<file path="src/rtl/pipe_regn_pkg.sv">
// Shared constants and helpers for the pipe_regn register pipeline.
package pipe_pkg;

  localparam int DEPTH_MIN = 1;
  localparam int DEPTH_MAX = 16;

  function automatic int pipe_clog2(input int v);
    int r;
    r = 0;
    for (int i = 0; i < 31; i++) begin
      if ((1 << i) < v) r = i + 1;
    end
    return r;
  endfunction

  function automatic int pipe_depth(input int d);
    int r;
    r = d;
    if (d < DEPTH_MIN) r = DEPTH_MIN;
    if (d > DEPTH_MAX) r = DEPTH_MAX;
    return r;
  endfunction

  function automatic int pipe_cw(input int d);
    return pipe_clog2(pipe_depth(d) + 1);
  endfunction

endpackage

</file>
<file path="src/rtl/pipe_regn_if.sv">
// Upstream/downstream handshake bundle of the pipe_regn pipeline.
interface pipe_regn_if
  import pipe_pkg::*;
#(
  parameter int WIDTH = 8,
  parameter int NCH   = 2,
  parameter int DEPTH = 2
);

  localparam int DW = WIDTH * NCH;
  localparam int CW = pipe_cw(DEPTH);

  logic          flush;
  logic          in_valid;
  logic          in_ready;
  logic [DW-1:0] in_data;
  logic          out_valid;
  logic          out_ready;
  logic [DW-1:0] out_data;
  logic [CW-1:0] count;

  modport master (
    output flush,
    output in_valid,
    output in_data,
    output out_ready,
    input  in_ready,
    input  out_valid,
    input  out_data,
    input  count
  );

  modport slave (
    input  flush,
    input  in_valid,
    input  in_data,
    input  out_ready,
    output in_ready,
    output out_valid,
    output out_data,
    output count
  );

endinterface

</file>
<file path="src/rtl/pipe_regn_stage.sv">
// One pipeline stage: a valid bit plus NCH*WIDTH data bits.
module pipe_stage #(
  parameter int WIDTH = 8,
  parameter int NCH   = 2
) (
  input  logic                 clk,
  input  logic                 reset,
  input  logic                 flush,
  input  logic                 load,
  input  logic                 in_valid,
  input  logic [WIDTH*NCH-1:0] in_data,
  output logic                 valid,
  output logic [WIDTH*NCH-1:0] data
);

  always_ff @(posedge clk or posedge reset) begin
    if (reset) begin
      valid <= 1'b0;
      data  <= '0;
    end else begin
      if (flush) begin
        valid <= 1'b0;
      end else if (load) begin
        valid <= in_valid;
      end
      // data only moves with a real word, never on flush
      if (!flush && load && in_valid) begin
        data <= in_data;
      end
    end
  end

endmodule

</file>
<file path="src/rtl/pipe_regn.sv">
// DEPTH-stage valid/ready register pipeline, NCH channels of WIDTH bits.
module pipe_regn
  import pipe_pkg::*;
#(
  parameter int WIDTH = 8,
  parameter int NCH   = 2,
  parameter int DEPTH = 2
) (
  input  logic       clk,
  input  logic       reset,
  pipe_regn_if.slave bus
);

  localparam int DW  = WIDTH * NCH;
  localparam int NST = pipe_depth(DEPTH);
  localparam int CW  = pipe_cw(DEPTH);

  logic          vld [NST];
  logic [DW-1:0] dat [NST];
  logic [NST-1:0] adv;
  logic          full_tail;
  logic          in_rdy;
  logic          acc;
  logic          xfer;
  logic [CW-1:0] cnt;

  // stage i moves iff some stage at or after it is empty, or the sink takes
  always_comb begin
    full_tail = 1'b1;
    adv       = '0;
    for (int i = NST - 1; i >= 0; i--) begin
      full_tail = full_tail & vld[i];
      adv[i]    = bus.out_ready | ~full_tail;
    end
  end

  assign in_rdy = adv[0] & ~bus.flush;
  assign acc    = bus.in_valid & in_rdy;
  assign xfer   = vld[NST-1] & bus.out_ready;

  for (genvar i = 0; i < NST; i++) begin : g_st
    logic          sv;
    logic [DW-1:0] sd;

    if (i == 0) begin : g_head
      assign sv = acc;
      assign sd = bus.in_data;
    end else begin : g_body
      assign sv = vld[i-1];
      assign sd = dat[i-1];
    end

    pipe_stage #(
      .WIDTH (WIDTH),
      .NCH   (NCH)
    ) u_stage (
      .clk      (clk),
      .reset    (reset),
      .flush    (bus.flush),
      .load     (adv[i]),
      .in_valid (sv),
      .in_data  (sd),
      .valid    (vld[i]),
      .data     (dat[i])
    );
  end

  always_ff @(posedge clk or posedge reset) begin
    if (reset) begin
      cnt <= '0;
    end else if (bus.flush) begin
      cnt <= '0;
    end else if (acc && !xfer) begin
      cnt <= cnt + CW'(1);
    end else if (!acc && xfer) begin
      cnt <= cnt - CW'(1);
    end
  end

  assign bus.in_ready  = in_rdy;
  assign bus.out_valid = vld[NST-1];
  assign bus.out_data  = dat[NST-1];
  assign bus.count     = cnt;

endmodule

</file>
<file path="src/flat_wrapper.sv">
// flat-port wrapper written by rule: the top's interface ports become plain ports
module pipe_regn_flat import pipe_pkg::*;
#(
  parameter int WIDTH = 8,
  parameter int NCH   = 2,
  parameter int DEPTH = 2
)
  (clk, reset, bus_flush, bus_in_valid, bus_in_data, bus_out_ready, bus_in_ready, bus_out_valid, bus_out_data, bus_count);
  pipe_regn_if #(.WIDTH(WIDTH), .NCH(NCH), .DEPTH(DEPTH)) bus_i ();
  input  logic clk;
  input  logic reset;
  input wire logic [$bits(bus_i.flush)-1:0] bus_flush;
  input wire logic [$bits(bus_i.in_valid)-1:0] bus_in_valid;
  input wire logic [$bits(bus_i.in_data)-1:0] bus_in_data;
  input wire logic [$bits(bus_i.out_ready)-1:0] bus_out_ready;
  output wire logic [$bits(bus_i.in_ready)-1:0] bus_in_ready;
  output wire logic [$bits(bus_i.out_valid)-1:0] bus_out_valid;
  output wire logic [$bits(bus_i.out_data)-1:0] bus_out_data;
  output wire logic [$bits(bus_i.count)-1:0] bus_count;
  assign bus_i.flush = bus_flush;
  assign bus_i.in_valid = bus_in_valid;
  assign bus_i.in_data = bus_in_data;
  assign bus_i.out_ready = bus_out_ready;
  assign bus_in_ready = bus_i.in_ready;
  assign bus_out_valid = bus_i.out_valid;
  assign bus_out_data = bus_i.out_data;
  assign bus_count = bus_i.count;
  pipe_regn #(.WIDTH(WIDTH), .NCH(NCH), .DEPTH(DEPTH)) u_core (.clk(clk), .reset(reset), .bus(bus_i));
endmodule
</file>
<file path="config.mk">
export PLATFORM = sky130hd
export DESIGN_NAME = pipe_regn_flat
export DESIGN_NICKNAME = d
export VERILOG_FILES = /design/src/rtl/pipe_regn_pkg.sv /design/src/rtl/pipe_regn_if.sv /design/src/rtl/pipe_regn_stage.sv /design/src/rtl/pipe_regn.sv /design/src/flat_wrapper.sv
export SDC_FILE = /design/constraint.sdc
export NUM_CORES = 1
export LEC_CHECK = 0
export CORE_ASPECT_RATIO = 1.25
export CORE_MARGIN = 4
export CORE_UTILIZATION = 60
export DETAILED_ROUTE_END_ITERATION = 10
export DONT_BUFFER_PORTS = 1
export PLACE_DENSITY = 0.73
export SYNTH_ARGS = -nofsm -noshare
export SYNTH_HDL_FRONTEND = slang
export SYNTH_SLANG_ARGS = --single-unit
</file>
<file path="constraint.sdc">
create_clock -name clk -period 1.7 [get_ports clk]
set_clock_uncertainty 0.1 [all_clocks]
set_input_delay 0.255 -clock clk [delete_from_list [all_inputs] [get_ports clk]]
set_output_delay 0.255 -clock clk [all_outputs]
set_load 0.02 [all_outputs]
</file>
==> run summary, run 1 <==
==================================================================================================
Outcome                                                                               finished, final reports clean
Yosys top cell area share                                                                    61.8%
Fraction of the yosys area taken by sequential cells                                         61.8%
Relative max-transition margin                                                               70.5%
Cell area after synthesis                                                                 1460 µm²
Worst VDD drop                                                                             1070 µV
Worst-case setup margin in the final layout                                               0.106 ns
Placement Rows                                                                                  19
Top flip-flop cell by instance count after synthesis                                  sky130_fd_sc_hd__dfrtp_1
Full die area                                                                             3290 µm²
Total of warnings raised by yosys                                                                0
Fraction of synthesis flops using an asynchronous set or reset pin                            100%
Required time of the critical path                                                         1.81 ns
Final Hold Slack                                                                         0.0102 ns
Routed Antenna Nets                                                                              0
Ratio of cells with drive above 1 in the final layout                                        41.0%
Synthesized Nets                                                                               115
Final antenna diode count                                                                        0
Synth top area cells                                                                  sky130_fd_sc_hd__dfrtp_1 62%, sky130_fd_sc_hd__mux2_2 25%, sky130_fd_sc_hd__buf_6 1.5%, sky130_fd_sc_hd__nor2_1 1.5%, sky130_fd_sc_hd__nor3b_4 1.3%
Critical path fanouts, max                                                                      16
Ratio of final minimum period to clock period                                                93.8%
DRC violation count after routing                                                                0
Maximum number of pins on one net before global-route repair                                    37
Number of global-route vias before repair                                                      974
Signal arrival time at the worst endpoint                                                  1.71 ns
Sum of buffers and inverters on the critical path                                                0
Number of flops mapped to enable cells by yosys                                                  0
Grt ovf                                                                                          0
Die Ht                                                                                     63.1 µm
Inserted Clock Buffers                                                                           5
Synthesized instance count                                                                      94
Initial antenna violation count                                                                  0
RSZ-0062 raised after global routing                                                         false
Max-cap violations                                                                               0
Crit path largest cell delay                                                               0.47 ns
Detailed placement HPWL                                                                    1710 µm
Final hold viol count                                                                            0
Total of fill cells in the finished design                                                     162
Family with the most delay on the worst path                                          simple AND/OR/NAND/NOR gates
Routability cong.                                                                            0.723
H-tree lvl count                                                                                 2
Biggest area consumer among synthesized cells                                         sky130_fd_sc_hd__dfrtp_1
Minimum setup slack after placement                                                       0.110 ns
Initial Utilization                                                                          64.5%
Number of unique standard cell types used by synthesis                                          21
Clock transition time at the flip-flop clock pins of the worst setup and hold paths        0.10 ns
Final routed wirelength across all metal layers                                            2620 µm
Average wire per standard cell                                                             17.1 µm
Die span in x                                                                              52.1 µm
Drt pass-1 iters                                                                                 3
Endpoints failing setup                                                                          0
Global-route wire length before repair                                                     4420 µm
PortBufs                                                                                         0
Number of vias after detailed routing                                                          853
CP max stage cell                                                                     sky130_fd_sc_hd__dfrtp_1
Register bit total from synthesis                                                               36
Sinks on the clock net                                                                          36
Number of DRC violations after detailed-routing iteration 0                                      5
Worst min-delay path class                                                               in -> reg
GRT Overall Usage                                                                            18.3%
I/O pin cnt                                                                                     41
Final layout net count                                                                         142
Root Buffer                                                                           sky130_fd_sc_hd__clkbuf_4
Worst-margin pin slew                                                                     0.443 ns
LEAKAGE                                                                                   0.752 nW
Count of pins over their slew limit                                                              0
Clock tree from TritonCTS                                                                    built
Setup TNS                                                                                     0 ns
Synthesis-to-layout area growth                                                              20.3%
Maximum operating frequency                                                              0.627 GHz
Maximum root-to-sink buffer count                                                                2
Insertion delay of the later-clocked pin in the worst-skew pair                            0.32 ns
Most common cell in the synthesized netlist                                           sky130_fd_sc_hd__dfrtp_1
Placeable core region                                                                     2260 µm²
Cell-by-cell listing of the critical path                                             nand3b_1 -> nand2_2 -> mux2_2
Post-CTS repair timing setup buffer count                                                        0
Setup crit start kind                                                                    flip-flop
Final Critical Period                                                                      1.59 ns
Power per standard cell area                                                           1170 nW/µm²
Crit end category                                                                        flip-flop
Cell types with the highest counts after synthesis                                    36 x sky130_fd_sc_hd__dfrtp_1, 33 x sky130_fd_sc_hd__mux2_2, 6 x sky130_fd_sc_hd__nor2_1, 2 x sky130_fd_sc_hd__buf_6
Type of the setup path with the least slack                                             reg -> reg
Power after layout                                                                         2.05 mW
Per-cell via count in the routed design                                                       5.58
Synthesized area per cell                                                                 15.5 µm²
==================================================================================================
-- final timing paths --
path                       slack (ns)                              end  cells after the start                       startpoint
max                              0.11  u_core.g_st[0].u_stage.data[11]                      3     u_core.g_st[1].u_stage.valid
min                              0.01     u_core.g_st[1].u_stage.valid                      3                    bus_out_ready
max reg2reg                      0.11  u_core.g_st[0].u_stage.data[11]                      3     u_core.g_st[1].u_stage.valid
min reg2reg                      0.41  u_core.g_st[1].u_stage.data[12]                      1  u_core.g_st[0].u_stage.data[12]
max in group asynchronous        0.81              u_core.bus.count[1]                      3                            reset
min in group asynchronous        0.37   u_core.g_st[1].u_stage.data[8]                      3                            reset
-- kinds of logic (layout without fill, tap and decap cells) --
group,count (synthesis),in the layout,share of synthesized area [%]
and+or+nand+nor,16,16,8.24
muxes,33,33,25.5
DFF,36,36,61.8
AOI/OAI and AO/OA,5,5,2.32
buffers and inverters,4,32,2.15
-- state kept, by name, summed over array words and instances, names as in the netlist --
register	count
u_core.g_st.u_stage.data	32
u_core.bus.count	2
u_core.g_st.u_stage.valid	2
-- metal layers --
metal,vias up,routed length [µm],GRT usage (%)
li1,385,-,-
met1,435,1000,20.9
met2,28,1400,30.7
met3,5,180,5.90
met4,0,39,7.87
met5,-,0,0
-- report_power, final --
part           internal (mW)  switching (mW)
logic                  0.184          0.0922
registers               1.03           0.263
clock network          0.203           0.272
-- worst register-to-register path: stages, from the launching register on --
cell and delay (ns):
sky130_fd_sc_hd__dfrtp_1 0.47, sky130_fd_sc_hd__nand3b_1 0.18, sky130_fd_sc_hd__nand2_2 0.35, sky130_fd_sc_hd__mux2_2 0.40
-- timing repair --
action / 4_1_cts / 5_1_grt
hold buffers: 19 / 0
setup endpoints to repair: 0 / 1
hold endpoints to repair: 55 / 0
resized for setup: 0 / 1
-- final cells by class --
cell class              instances  area [µm²]  share of cell area [%]
flip-flops and latches         36         901                    51.4
multi-input cells              54         528                    30.1
repair buffers                 23         220                    12.6
clock buffers                   7        55.1                    3.14
well taps                      31        38.8                    2.21
clock inverters                 1        7.51                   0.428
inverters                       1        3.75                   0.214
-- layout by cell type (no fill, tap or decap), types with 4 or more instances in the layout --
cell / Yosys / final
sky130_fd_sc_hd__dfrtp_1: 36 / 36
sky130_fd_sc_hd__nor2_1: 6 / 5
sky130_fd_sc_hd__buf_4: 0 / 4
sky130_fd_sc_hd__mux2_2: 33 / 33
sky130_fd_sc_hd__dlygate4sd3_1: 0 / 19
sky130_fd_sc_hd__clkbuf_4: 0 / 5
-- metrics by stage --
| stage | cells | area [µm²] | utilization, % |
|---|---|---|---|
| floorplan | 94 | 1460 | - |
| detailed placement | 126 | 1500 | 66.4 |
| global route | 153 | 1750 | 77.7 |
| finish | 153 | 1750 | 77.7 |
| global placement | 126 | 1500 | 66.4 |
| CTS | 153 | 1750 | 77.6 |
Power figures use the tool's default switching activity.
==> run 2, diff against run 1 <==
==> constraint.sdc (replaced) <==
create_clock -name clk -period 1.7 [get_ports clk]
set_clock_uncertainty 0.1 [all_clocks]
set_input_delay 0.255 -clock clk [delete_from_list [all_inputs] [get_ports clk]]
set_output_delay 0.255 -clock clk [all_outputs]
set_load 0.05 [all_outputs]
==> run summary, run 2 (synthesis gave the netlist of run 1 again) <==
==================================================================================================
Most frequent cells in the layout                                                     35 x sky130_fd_sc_hd__dfrtp_1, 33 x sky130_fd_sc_hd__mux2_2, 20 x sky130_fd_sc_hd__dlygate4sd3_1, 10 x sky130_fd_sc_hd__buf_4
Routed Antenna Nets                                                                              0   unchanged
Portion of total power attributed to sequential cells                                        63.5%   +0.2 points
Endpoints failing setup                                                                          0   unchanged
Clock tree from TritonCTS                                                                    built
PortBufs                                                                                         0   unchanged
Combinational share of power                                                                 12.7%   -0.8 points
Final Critical Period                                                                      1.65 ns   +0.0568 ns
Endpoint of the worst register-to-register path                                       u_core.g_st[1].u_stage.data[5]
Initial Utilization                                                                          64.5%   unchanged
DRC violation count after routing                                                                0   unchanged
Clock transition time at the flip-flop clock pins of the worst setup and hold paths        0.10 ns   about the same
LEAKAGE                                                                                   0.798 nW   +6.1%
Full die area                                                                             3290 µm²   unchanged
Per-cell via count in the routed design                                                       5.45   -2.2%
Timing endpoint of the critical path                                                  bus_in_ready
Worst-margin pin slew                                                                     0.498 ns   +0.0551 ns
Placement Rows                                                                                  19   unchanged
Drt pass-1 iters                                                                                 2   -1
Routability cong.                                                                            0.646   -11%
Number of global-route vias before repair                                                      924   -5.1%
Crit end category                                                                      output port
Average wire per standard cell                                                             16.7 µm   -2.3%
H-tree lvl count                                                                                 2   unchanged
Register ranked first by flip-flop count                                              u_core.g_st.u_stage.data
RSZ-0062 raised after global routing                                                         false
Sinks on the clock net                                                                          36   unchanged
Count of pins over their slew limit                                                              0   unchanged
GRT Overall Usage                                                                            18.9%   +0.61 points
R2R Path Start                                                                        u_core.g_st[1].u_stage.valid
Max-cap violations                                                                               0   unchanged
Internal reg-to-reg setup slack                                                            0.14 ns   +0.03 ns
Die Ht                                                                                     63.1 µm   unchanged
Inserted Clock Buffers                                                                           5   unchanged
Type of the setup path with the least slack                                             reg -> out
Final routed wirelength across all metal layers                                            2670 µm   +2.2%
Detailed placement HPWL                                                                    1690 µm   -0.99%
Final non-filler cell total                                                                    160   +4.6%
Worst min-delay path class                                                               in -> reg
Placeable core region                                                                     2260 µm²   unchanged
Maximum root-to-sink buffer count                                                                2   unchanged
Number of vias after detailed routing                                                          872   +2.2%
Required time of the critical path                                                         1.34 ns   -0.47 ns
Final layout net count                                                                         149   +4.9%
Outcome                                                                               finished, final reports clean
Launch point of the critical path                                                     u_core.g_st[1].u_stage.valid
Ratio of cells with drive above 1 in the final layout                                        44.2%   +3.2 points
Power after layout                                                                         2.45 mW   +20%
Critical path fanouts, max                                                                       8   -8
I/O pin cnt                                                                                     41   unchanged
Initial antenna violation count                                                                  0   unchanged
Grt ovf                                                                                          0   unchanged
Maximum number of pins on one net before global-route repair                                    37   unchanged
Total of fill cells in the finished design                                                     133   -18%
Final antenna diode count                                                                        0   unchanged
Power per standard cell area                                                           1350 nW/µm²   +15%
FF-to-FF path depth                                                                              4   +1
Root Buffer                                                                           sky130_fd_sc_hd__clkbuf_4
Cells after DPL                                                                                129   +2.4%
Ratio of final minimum period to clock period                                                97.1%   +3.3 points
Maximum operating frequency                                                              0.606 GHz   -3.4%
Count of cells resized by post-cts repair                                                        0   unchanged
Area of placed instances                                                                  1530 µm²   +1.8%
Signal arrival time at the worst endpoint                                                  1.30 ns   -0.41 ns
Power dissipated by switching net loads                                                   0.923 mW   +47%
Number of DRC violations after detailed-routing iteration 0                                      9   +4
Flip-flop count of the largest register after layout                                            32   unchanged
Final hold viol count                                                                            0   unchanged
Setup crit start kind                                                                    flip-flop
Clock group share of total power                                                             23.8%   +0.6 points
Cell internal power dissipation                                                            1.53 mW   +7.8%
Area of all placed cells without fillers                                                  1820 µm²   +4.0%
Global-route wire length before repair                                                     4460 µm   +0.79%
Insertion delay of the later-clocked pin in the worst-skew pair                            0.34 ns   +0.02 ns
Die span in x                                                                              52.1 µm   unchanged
Worst VDD drop                                                                             1210 µV   +13%
Relative max-transition margin                                                               66.8%   -3.7 points
Synthesis-to-layout area growth                                                              25.2%
Leading cell type in the layout, fill and taps excluded                               sky130_fd_sc_hd__dfrtp_1
Net switching share of the total power                                                       37.6%   +7.0 points
==================================================================================================
-- run 2: how the worst min path moves through the flow --
stage | from | to | slack (ns) | depth (start not counted)
finish | bus_flush | u_core.bus.count[1] | 0.04 | 2
global route | bus_flush | u_core.bus.count[1] | 0.05 | 2
CTS | bus_flush | u_core.bus.count[1] | 0.04 | 2
detailed placement | reset | u_core.g_st[1].u_stage.data[15] | 0.17 | 2
global placement | reset | u_core.g_st[0].u_stage.data[15] | 0.16 | 2
floorplan | bus_in_valid | u_core.g_st[0].u_stage.valid | 0.28 | 2
-- run 2: routing by layer --
| metal | up-vias | GRT usage (%) | share of wire, % |
|---|---|---|---|
| li1 | 397 | - | - |
| met1 | 441 | 21.0 | 39 |
| met2 | 28 | 30.0 | 51 |
| met3 | 6 | 8.25 | 7.7 |
| met4 | 0 | 9.84 | 2.4 |
| met5 | - | 0 | 0 |
-- run 2: layout make-up --
| cell class | count | area [µm²] | share of cell area [%] |
|---|---|---|---|
| multi-input cells | 54 | 528 | 28.9 |
| inverters | 1 | 3.75 | 0.206 |
| repair buffers | 30 | 275 | 15.1 |
| clock inverters | 2 | 35.0 | 1.92 |
| flip-flops and latches | 36 | 902 | 49.5 |
| clock buffers | 6 | 41.3 | 2.26 |
| well taps | 31 | 38.8 | 2.13 |
-- run 2: repair_timing --
item / in CTS / in global routing
buffers inserted: 0 / 3
hold buffers: 20 / 0
hold endpoints to repair: 55 / 0
endpoints found under the setup margin: 0 / 1
-- run 2: through the flow --
step	setup WS [ns]	hold WS, ns	utilization (%)	setup TNS [ns]
floorplan	-0.0378	0.285	-	-0.378
global placement	0.207	0.162	67.5	0
detailed placement	0.161	0.168	67.5	0
CTS	0.0435	0.0380	79.8	0
global route	0.0111	0.0501	80.8	0
finish	0.0489	0.0431	80.8	0
-- run 2: worst max-delay path, stage by stage (launching register included) --
cell and delay [ns]:
sky130_fd_sc_hd__dfrtp_2 0.46, sky130_fd_sc_hd__and3b_2 0.23, sky130_fd_sc_hd__nor2_2 0.07, sky130_fd_sc_hd__buf_4 0.19
-- run 2: power by group through the flow --
| stage | Combinational, mW | Clock (mW) | Sequential [mW] |
|---|---|---|---|
| after floorplan | 0.219 | 0 | 1.56 |
| after global placement | 0.256 | 0 | 1.57 |
| after detailed placement | 0.271 | 0 | 1.58 |
| after CTS | 0.309 | 0.597 | 1.56 |
| after global routing | 0.347 | 0.641 | 1.58 |
| final | 0.310 | 0.584 | 1.56 |
==> run 3, diff against run 2 <==
Settings changed: CORE_ASPECT_RATIO 1.25 to 1.1.
==> run summary, run 3 (synthesis gave the netlist of run 1 again) <==
==================================================================================================
R2R Path Start                                                                        u_core.g_st[0].u_stage.valid
Final non-filler cell total                                                                    158   -1.3%
Placeable core region                                                                     2270 µm²   +0.72%
Crit path largest cell delay                                                               0.44 ns   -0.02 ns
Maximum root-to-sink buffer count                                                                2   unchanged
Internal reg-to-reg setup slack                                                            0.14 ns   about the same
Final routed wirelength across all metal layers                                            2470 µm   -7.6%
Detailed placement HPWL                                                                    1600 µm   -5.7%
Required time of the critical path                                                         1.34 ns   about the same
Maximum number of pins on one net before global-route repair                                    37   unchanged
Clock tree from TritonCTS                                                                    built
Outcome                                                                               finished, final reports clean
Final layout net count                                                                         149   unchanged
RSZ-0062 raised after global routing                                                         false
Critical path fanouts, max                                                                       7   -1
Die span in x                                                                              55.0 µm   +5.6%
Count of pins over their slew limit                                                              0   unchanged
Grt ovf                                                                                          0   unchanged
Final antenna diode count                                                                        0   unchanged
PortBufs                                                                                         0   unchanged
Type of the setup path with the least slack                                             reg -> out
Hold Crit Depth                                                                                  2   unchanged
Inserted Clock Buffers                                                                           5   unchanged
Final Critical Period                                                                      1.60 ns   -0.0552 ns
Number of global-route vias before repair                                                      895   -3.1%
Number of vias after detailed routing                                                          839   -3.8%
Root Buffer                                                                           sky130_fd_sc_hd__clkbuf_4
H-tree lvl count                                                                                 2   unchanged
GRT Overall Usage                                                                            18.1%   -0.86 points
Full die area                                                                             3280 µm²   -0.12%
Die Ht                                                                                     59.7 µm   -5.4%
Max-cap violations                                                                               0   unchanged
Ratio of final minimum period to clock period                                                93.9%   -3.2 points
Most frequent cells in the layout                                                     34 x sky130_fd_sc_hd__dfrtp_1, 33 x sky130_fd_sc_hd__mux2_2, 20 x sky130_fd_sc_hd__dlygate4sd3_1, 9 x sky130_fd_sc_hd__buf_4
Average wire per standard cell                                                             15.6 µm   -6.5%
Worst-margin pin slew                                                                     0.488 ns   -0.00950 ns
Min-Delay Endpoint                                                                    u_core.bus.count[1]
Worst min-delay path class                                                               in -> reg
Crit end category                                                                      output port
Per-cell via count in the routed design                                                       5.31   -2.6%
FF-to-FF path depth                                                                              4   unchanged
Ratio of cells with drive above 1 in the final layout                                        44.5%   +0.35 points
LEAKAGE                                                                                   0.785 nW   -1.6%
Drt pass-1 iters                                                                                 4   +2
Signal arrival time at the worst endpoint                                                  1.24 ns   -0.06 ns
Placement Rows                                                                                  18   -1
Endpoint of the worst register-to-register path                                       u_core.g_st[0].u_stage.data[13]
Number of DRC violations after detailed-routing iteration 0                                     11   +2
Synthesis-to-layout area growth                                                              23.7%
CP max stage cell                                                                     sky130_fd_sc_hd__dfrtp_2
Clock transition time at the flip-flop clock pins of the worst setup and hold paths        0.09 ns   about the same
Setup crit start kind                                                                    flip-flop
Initial Utilization                                                                          64.1%   -0.46 points
Final Hold Slack                                                                         0.0668 ns   +0.0237 ns
Initial antenna violation count                                                                  0   unchanged
Insertion delay of the later-clocked pin in the worst-skew pair                            0.33 ns   about the same
Cell-by-cell listing of the critical path                                             and3b_2 -> nor2_4 -> buf_6
Maximum operating frequency                                                              0.627 GHz   +3.5%
Worst VDD drop                                                                              948 µV   -21%
Flip-flop count of the largest register after layout                                            32   unchanged
Relative max-transition margin                                                               67.4%   +0.63 points
I/O pin cnt                                                                                     41   unchanged
DRC violation count after routing                                                                0   unchanged
Endpoints failing setup                                                                          0   unchanged
Cells after DPL                                                                                128   -0.78%
Routability cong.                                                                            0.587   -9.0%
Power after layout                                                                         2.27 mW   -7.5%
Leading cell type in the layout, fill and taps excluded                               sky130_fd_sc_hd__dfrtp_1
Register ranked first by flip-flop count                                              u_core.g_st.u_stage.data
Global-route wire length before repair                                                     4000 µm   -10%
Sinks on the clock net                                                                          36   unchanged
Power per standard cell area                                                           1260 nW/µm²   -6.4%
Routed Antenna Nets                                                                              0   unchanged
Final hold viol count                                                                            0   unchanged
Startpoint of the tightest hold check path                                               bus_flush
==================================================================================================
## run 3: layout make-up
class | count | area [µm²]
Clock inverter | 1 | 5.00
Fill cell | 141 | 472
Sequential cell | 36 | 903
Tap cell | 30 | 37.5
Multi-Input combinational cell | 54 | 533
Clock buffer | 6 | 41.3
Inverter | 1 | 3.75
Timing Repair Buffer | 30 | 279
## run 3: layer usage
layer  global-route usage [%]  share of wire, %
met1                     20.1                40
met2                     29.1                49
met3                     5.99               8.1
met4                     11.5               1.9
met5                        0                 0
## run 3: worst max-delay path, delay by kind of cell, from the launching register on
family,cells,cell delay [ns]
buf+inv,1,0.16
flops,1,0.44
simple gates,2,0.31
## run 3: worst max-delay path by stage
stage | endpoint | start | slack, ns | depth (start not counted)
2_1_floorplan | u_core.g_st[1].u_stage.data[0] | u_core.g_st[1].u_stage.valid | -0.04 | 4
3_3_place_gp | u_core.g_st[1].u_stage.data[12] | u_core.g_st[1].u_stage.valid | 0.20 | 4
3_5_place_dp | u_core.g_st[1].u_stage.data[11] | u_core.g_st[1].u_stage.valid | 0.18 | 4
4_1_cts | bus_in_ready | u_core.g_st[0].u_stage.valid | 0.06 | 3
5_1_grt | bus_in_ready | u_core.g_st[1].u_stage.valid | 0.02 | 3
6_report | bus_in_ready | u_core.g_st[1].u_stage.valid | 0.10 | 3
## run 3: what timing repair did
action,CTS,global route
hold buffers,20,0
endpoints found under the setup margin,0,1
endpoints found under the hold margin,55,0
resized for setup,0,3
setup buffers,0,3
## run 3: report_power, final
group / leakage (nW) / internal, mW / total (mW) / switching [mW]
logic: 0.328 / 0.198 / 0.313 / 0.115
clock network: 0.0281 / 0.152 / 0.403 / 0.251
registers: 0.429 / 1.03 / 1.55 / 0.528
total: 0.785 / 1.38 / 2.27 / 0.893
## run 3: through the flow
step | util (%) | setup slack, ns | cell area [µm²] | setup TNS (ns)
after floorplan | - | -0.0378 | 1460 | -0.378
after global placement | 67.0 | 0.203 | 1520 | 0
after detailed placement | 67.0 | 0.176 | 1520 | 0
after CTS | 77.8 | 0.0580 | 1770 | 0
after global routing | 79.3 | 0.0210 | 1800 | 0
final | 79.3 | 0.104 | 1800 | 0
